==> config.mk <==
export PLATFORM = sky130hd
export DESIGN_NAME = rf_wb_arbiter
export DESIGN_NICKNAME = d
export VERILOG_FILES = /design/src/rtl/rf_wb_arbiter.sv
export SDC_FILE = /design/constraint.sdc
export NUM_CORES = 1
export LEC_CHECK = 0
export ABC_AREA = 1
export CAP_MARGIN = 20
export CORE_ASPECT_RATIO = 0.5
export CORE_MARGIN = 2
export CORE_UTILIZATION = 32
export DETAILED_ROUTE_END_ITERATION = 8
export PLACE_DENSITY = 0.77
export SYNTH_ARGS = -nofsm -noshare
export SYNTH_HDL_FRONTEND = slang
export SYNTH_SLANG_ARGS = --single-unit
==> constraint.sdc <==
create_clock -name i_clk -period 1.2 [get_ports i_clk]
set_clock_uncertainty 0.15 [all_clocks]
set_input_delay 0.3 -clock i_clk [delete_from_list [all_inputs] [get_ports i_clk]]
set_output_delay 0.3 -clock i_clk [all_outputs]
set_load 0.01 [all_outputs]
==> src/rtl/rf_wb_arbiter.sv <==
// Round-robin arbiter that shares the register-file write port between NUM_REQ
// writeback sources. Define RF_WB_SCOREBOARD_EN to build the RAW busy-bit scoreboard.
module rf_wb_arbiter #(
    parameter int NUM_REQ = 2
) (
    input  logic                  i_clk,
    input  logic                  i_rst_n,
    input  logic [NUM_REQ-1:0]    i_req_valid,
    output logic [NUM_REQ-1:0]    o_req_ready,
    input  logic [5*NUM_REQ-1:0]  i_req_waddr,
    input  logic [32*NUM_REQ-1:0] i_req_wdata,
    output logic                  o_rd_wen,
    output logic [4:0]            o_rd_waddr,
    output logic [31:0]           o_rd_wdata,
    input  logic                  i_issue_valid,
    input  logic [4:0]            i_issue_rd,
    input  logic [4:0]            i_rs1_addr,
    input  logic [4:0]            i_rs2_addr,
    output logic                  o_rs1_busy,
    output logic                  o_rs2_busy
);

    // Requester vectors are zero-padded to the maximum of four so a 2-bit index is always legal.
    logic [3:0]   valid_pad_s;
    logic [19:0]  waddr_pad_s;
    logic [127:0] wdata_pad_s;

    logic [1:0]   ptr_r;
    logic [1:0]   ptr_nxt_s;
    logic [2:0]   cand_s;
    logic         gnt_any_s;
    logic [1:0]   gnt_idx_s;
    logic [3:0]   gnt_onehot_s;
    logic [4:0]   sel_waddr_s;
    logic [31:0]  sel_wdata_s;

    logic         wen_r;
    logic [4:0]   waddr_r;
    logic [31:0]  wdata_r;

    assign valid_pad_s = 4'(i_req_valid);
    assign waddr_pad_s = 20'(i_req_waddr);
    assign wdata_pad_s = 128'(i_req_wdata);

    // Scan requesters starting at ptr, wrapping modulo NUM_REQ; first valid one wins.
    always_comb begin
        gnt_any_s = 1'b0;
        gnt_idx_s = 2'd0;
        cand_s    = 3'd0;
        for (int i = 0; i < NUM_REQ; i++) begin
            cand_s = {1'b0, ptr_r} + 3'(i);
            if (cand_s >= 3'(NUM_REQ)) begin
                cand_s = cand_s - 3'(NUM_REQ);
            end else begin
                cand_s = cand_s;
            end
            if (!gnt_any_s && valid_pad_s[cand_s[1:0]]) begin
                gnt_any_s = 1'b1;
                gnt_idx_s = cand_s[1:0];
            end else begin
                gnt_any_s = gnt_any_s;
            end
        end
    end

    // Pointer moves just past the winner; it holds when nobody requests.
    always_comb begin
        ptr_nxt_s = ptr_r;
        if (gnt_any_s) begin
            if ({1'b0, gnt_idx_s} == 3'(NUM_REQ - 1)) begin
                ptr_nxt_s = 2'd0;
            end else begin
                ptr_nxt_s = gnt_idx_s + 2'd1;
            end
        end else begin
            ptr_nxt_s = ptr_r;
        end
    end

    assign gnt_onehot_s = gnt_any_s ? (4'd1 << gnt_idx_s) : 4'd0;
    assign o_req_ready  = gnt_onehot_s[NUM_REQ-1:0] & {NUM_REQ{i_rst_n}};
    assign sel_waddr_s  = waddr_pad_s[({3'd0, gnt_idx_s} * 5'd5) +: 5];
    assign sel_wdata_s  = wdata_pad_s[({5'd0, gnt_idx_s} * 7'd32) +: 32];

    // Arbitration pointer and registered rf write port; x0 writes drain with wen low.
    always_ff @(posedge i_clk or negedge i_rst_n) begin
        if (!i_rst_n) begin
            ptr_r   <= 2'd0;
            wen_r   <= 1'b0;
            waddr_r <= 5'd0;
            wdata_r <= 32'd0;
        end else begin
            ptr_r <= ptr_nxt_s;
            if (gnt_any_s) begin
                wen_r   <= (sel_waddr_s != 5'd0);
                waddr_r <= sel_waddr_s;
                wdata_r <= sel_wdata_s;
            end else begin
                wen_r <= 1'b0;
            end
        end
    end

    assign o_rd_wen   = wen_r;
    assign o_rd_waddr = waddr_r;
    assign o_rd_wdata = wdata_r;

`ifdef RF_WB_SCOREBOARD_EN
    logic [31:0] busy_r;
    logic [31:0] busy_set_s;
    logic [31:0] busy_clr_s;
    logic [31:0] busy_nxt_s;

    // The clear follows the committing write; a same-edge issue re-reserves and wins.
    always_comb begin
        busy_set_s = 32'd0;
        busy_clr_s = 32'd0;
        if (i_issue_valid) begin
            busy_set_s[i_issue_rd] = 1'b1;
        end else begin
            busy_set_s = 32'd0;
        end
        if (wen_r) begin
            busy_clr_s[waddr_r] = 1'b1;
        end else begin
            busy_clr_s = 32'd0;
        end
        busy_nxt_s = ((busy_r & ~busy_clr_s) | busy_set_s) & 32'hFFFF_FFFE;
    end

    // Busy-bit storage.
    always_ff @(posedge i_clk or negedge i_rst_n) begin
        if (!i_rst_n) begin
            busy_r <= 32'd0;
        end else begin
            busy_r <= busy_nxt_s;
        end
    end

    assign o_rs1_busy = busy_r[i_rs1_addr];
    assign o_rs2_busy = busy_r[i_rs2_addr];
`else
    logic unused_s;

    assign unused_s   = ^{i_issue_valid, i_issue_rd, i_rs1_addr, i_rs2_addr};
    assign o_rs1_busy = 1'b0;
    assign o_rs2_busy = 1'b0;
`endif

endmodule

==> Word level (Yosys, flattened, before mapping) <==
Index checks and enable logic that the tools add are counted.
{ "totals": {"word_cells": 34, "ff_bits": 40, "out_inout_bits": 42} }
{ "op_classes": {"reduce_logical": 3, "eq_ne": 1, "n_shift": 3, "n_lt_le_gt_ge": 4, "add_sub_neg": 4, "multipliers": 1, "n_bitwise": 1, "muxes": 13} }
{ "op_table": {"columns": ["cell", "n"], "rows": [
  ["indexed part select 128 x 8 -> 32 bit", 1],
  ["indexed part select 20 x 6 -> 5 bit", 1],
  ["2-to-1 mux 2 bit", 6],
  ["< comparator 2 x 3 -> 1 bit (second input constant)", 2],
  ["multiplier 2 x 3 -> 5 bit (second input constant)", 1],
  ["2-to-1 mux 1 bit", 5],
  ["nonzero test 5 bit", 1],
  ["binary-select mux 1 bit (select 2 bit)", 2],
  ["subtractor 2 bit (second input constant)", 2],
  ["adder 2 x 1 -> 3 bit (second input constant)", 1],
  ["greater-or-equal comparator 3 x 2 -> 1 bit (second input constant)", 1],
  ["adder 2 x 1 -> 2 bit (second input constant)", 1],
  ["bitwise AND 2 bit", 1],
  ["equality test 2 x 1 -> 1 bit (second input constant)", 1],
  ["greater-or-equal comparator 2 bit (second input constant)", 1],
  ["<< shifter 1 x 2 -> 2 bit (first input constant)", 1],
  ["logical AND 1 bit", 1],
  ["zero test 1 bit", 1]
]} }

==> Logic depth before layout (Yosys ltp) <==
{ "logic_depth": {"depth_word": 12, "mapped_depth": 9, "mapped_depth_nobuf": 8} }

==> Least setup slack after synthesis <==
Ideal clock, no wire load.
{ "synth_path": {"path_type": "register -> output", "start": "register ptr_r[0]", "end": "output o_req_ready[0]", "required_time_ns": 0.750, "arrival_time_ns": 0.991, "path_slack_ns": -0.241, "n_path_buf": 1, "stages_incl_launch_ff": 7, "cell_sequence": "dfrtp_1 > inv_2 > nand2_4 > nand2_4 > inv_2 > buf_6 > nor3_2"} }
{ "synth_between": {"elab_chain_cells": 11, "elab_cells_between_ends": 20, "classes_between": "3 x add/sub; 2 x order compare; 1 x shift; 11 x mux; 1 x bitwise; 2 x reduce/logical"} }
{ "synth_rtl": {"columns": ["item", "line_no", "text"], "rows": [
  ["from (decl)", "28", "logic [1:0] ptr_r;"],
  ["from (signal assigned)", "93", "ptr_r <= ptr_nxt_s;"],
  ["branches (longest 9 deep; another with adder 2 x 1 -> 3 bit)", null, null],
  ["2-to-1 mux 2 bit (*)", "80", "assign gnt_onehot_s = gnt_any_s ? (4'd1 << gnt_idx_s) : 4'd0;"],
  ["bitwise AND 2 bit (*)", "81", "assign o_req_ready = gnt_onehot_s[NUM_REQ-1:0] & {NUM_REQ{i_rst_n}};"],
  ["to (decl)", "9", "output logic [NUM_REQ-1:0] o_req_ready,"]
]} }
Mark *: on every way between the ends. The select of a mux whose other input is x is not followed.

==> Worst setup path after layout <==
Same ends and word-level chain as after synthesis.

==> flow_summary_export.csv <==
group,metric,value,unit
pwr,total_power,4.66,mW
yosys,avgSynthCellArea,8.45,sq um
final_layout,layout.nets,480,
floorplanning,core_area,6010,sq um
floorplanning,die_w,115,microns
worst_setup_path,path_class,"reg2out",
drt,drt_iter0_markers,80,
clock_tree,h-tree-depth,2,
grt,overflow,0,
timing,fmax,591,MHz
final_layout,fill_cells,506,
timing,hold_violations,0,
hold_path,hold_path_class,"reg2reg",
timing,worst_slack,-0.492,ns
final_layout,num_antenna_cells,0,
yosys,synth_seq_area_share,0.509,
grt,grt.total_usage,0.187,
placement,dp_hpwl,4510,microns
worst_setup_path,crit_path_start_kind,"flip-flop",
final_layout,multi_input_area,832,sq um
drt,ant_nets,0,
yosys,syn_inst,233,
worst_setup_path,critPathArrivalTime,1.24,ns
status,violations,"negative setup slack",
final_layout,seq_area,1000,sq um
clock_tree,clkLatencyLatePin,0.28,ns
pwr,p_leak,1.65,nW
final_layout,instances_no_fill,464,
placement,gp_routability_congestion,0.765,
grt,grt_start_max_net_pins,44,
drt,firstDrtPassIters,5,
clock_tree,clk_pin_slew,0.06,ns
floorplanning,initial_core_util,0.328,
worst_setup_path,critical_path.max_fanout,3,
timing,fin_crit_sh,1.41,
yosys,synth_area,1970,sq um
worst_setup_path,required,0.75,ns
floorplanning,chipHeight,59.5,microns
worst_setup_path,endpoint_kind,"output pin",
floorplanning,dieArea,6830,sq um
timing,fin_crit,1.69,ns
timing,holdWs,0.352,ns
placement,place_ws,-1.05,ns
yosys,synth_warnings,0,
placement,placed_area,3260,sq um
timing,setup_violations,80,
yosys,ys_types,20,
drt,wirelength,6600,microns
clock_tree,numCtsBuffers,5,
drt,wl_per_cell,14.2,microns
final_layout,drive_gt1_frac,0.300,
status,status,"finished with violations",
clock_tree,cts_tree,"done",
pwr,power_density,1310,nW/um^2
grt,antenna_found_initial,0,
final_layout,fin_util,0.591,
placement,numPortBuffers,117,
timing,slew_violations,0,
floorplanning,rows,20,
pwr,vdd_drop_max,620,uV
drt,vias_per_cell,4.66,
drt,vias,2164,
final_layout,area_growth_syn_to_layout,80.3,%
floorplanning,io_pins,136,
timing,grt_setup_unrepaired,"true",
placement,placed_cells,429,
drt,drc_errors,0,
grt,grt_pass1_vias,2146,
clock_tree,cts_root_buffer,"clkbuf_16",
yosys,synth-seq-cells,40,
grt,grt_pass1_wl,10100,microns
clock_tree,clock_sinks,40,
clock_tree,clock_path_buffers,2,
timing,fin_setup_tns,-14.56,ns
job,drv_cap,0,
final_layout,final_area,3550,sq um
## cells by family after synthesis
group                  after synthesis  share of synthesized area
AOI/OAI and AO/OA                   72                      0.191
DFF                                 40                      0.509
other                                1                    0.00191
and+or+nand+nor                     91                      0.196
buffers and inverters               29                      0.103
## Yosys cell counts
library cell / n / area, sq um
o21ai_2: 1 / 8.76
dfrtp_1: 40 / 1000
nor2_1: 36 / 135
buf_4: 6 / 45.0
a21oi_1: 61 / 305
nand3b_1: 1 / 7.51
buf_6: 9 / 101
buf_2: 1 / 5.00
nand3_1: 4 / 20.0
inv_4: 1 / 6.26
nand2_1: 46 / 173
a21oi_2: 3 / 26.3
nor3_2: 1 / 10.0
inv_2: 3 / 11.3
o21ai_1: 5 / 25.0
o21ai_0: 2 / 10.0
inv_1: 9 / 33.8
nand3_4: 1 / 17.5
conb_1: 1 / 3.75
nand2_4: 2 / 22.5
## state kept, by name, indices dropped and copies added (netlist names)
name,cells
o_rd_wen,1
o_rd_waddr,5
o_rd_wdata,32
ptr_r,2
## power by group
part | switching [mW] | internal (mW) | leakage (nW)
Combinational | 0.735 | 0.893 | 1.11
Sequential | 0.132 | 1.57 | 0.465
Clock | 0.501 | 0.829 | 0.0712
Total | 1.37 | 3.29 | 1.65
## critical path: stages, from the launching register on
cell and delay (ns):
dfrtp_1 0.40, inv_2 0.08, nand2_4 0.07, nand2_4 0.08
inv_4 0.04, nor3_4 0.14, buf_2 0.15
## path summary, 6_finish.rpt
path	startpoint	cells past startpoint	slack [ns]	end
worst max-delay path	ptr_r[0]	6	-0.49	o_req_ready[0]
worst min-delay path	o_rd_waddr[4]	2	0.35	o_rd_waddr[4]
worst max register to register	ptr_r[0]	9	-0.38	o_rd_wen
worst min register to register	o_rd_waddr[4]	2	0.35	o_rd_waddr[4]
max in group asynchronous	i_rst_n	3	0.16	o_rd_wdata[20]
min in group asynchronous	i_rst_n	3	0.45	o_rd_wdata[29]
## cells in the final DEF (no fill, tap or decap), types with 2 or more instances in the layout
cell type,n
buf_6,18
conb_1,2
dlygate4sd2_1,2
nand3_1,2
nand2_4,2
nand3_2,2
buf_2,26
clkbuf_16,5
inv_1,9
clkdlybuf4s50_1,74
nor2_1,35
nand2_1,45
o21ai_1,2
buf_4,38
buf_8,2
o21ai_0,2
dfrtp_1,40
o21ai_2,4
inv_2,2
clkbuf_1,2
a21oi_2,10
a21oi_1,54
## what timing repair did
item / 4_1_cts / 5_1_grt
endpoints found under the setup margin: 79 / 119
endpoints found under the hold margin: 40 / 0
gates resized for setup: 175 / 15
setup buffers: 13 / 13
hold buffers: 1 / 0
## metal layers
metal | track usage | part of all wire | vias up
li1 | - | - | 1059
met3 | 0.0317 | 0.025 | 6
met2 | 0.362 | 0.57 | 35
met4 | 0.0396 | 0.0082 | 0
met5 | 0 | 0 | -
met1 | 0.223 | 0.40 | 1064
## area by class of cell
type	instances	area share
Clock buffer	8	0.0413
Inverter	13	0.0159
Multi-Input combinational cell	165	0.234
Sequential cell	40	0.282
Tap cell	77	0.0272
Timing Repair Buffer	161	0.399
Power figures use the tool's default switching activity.
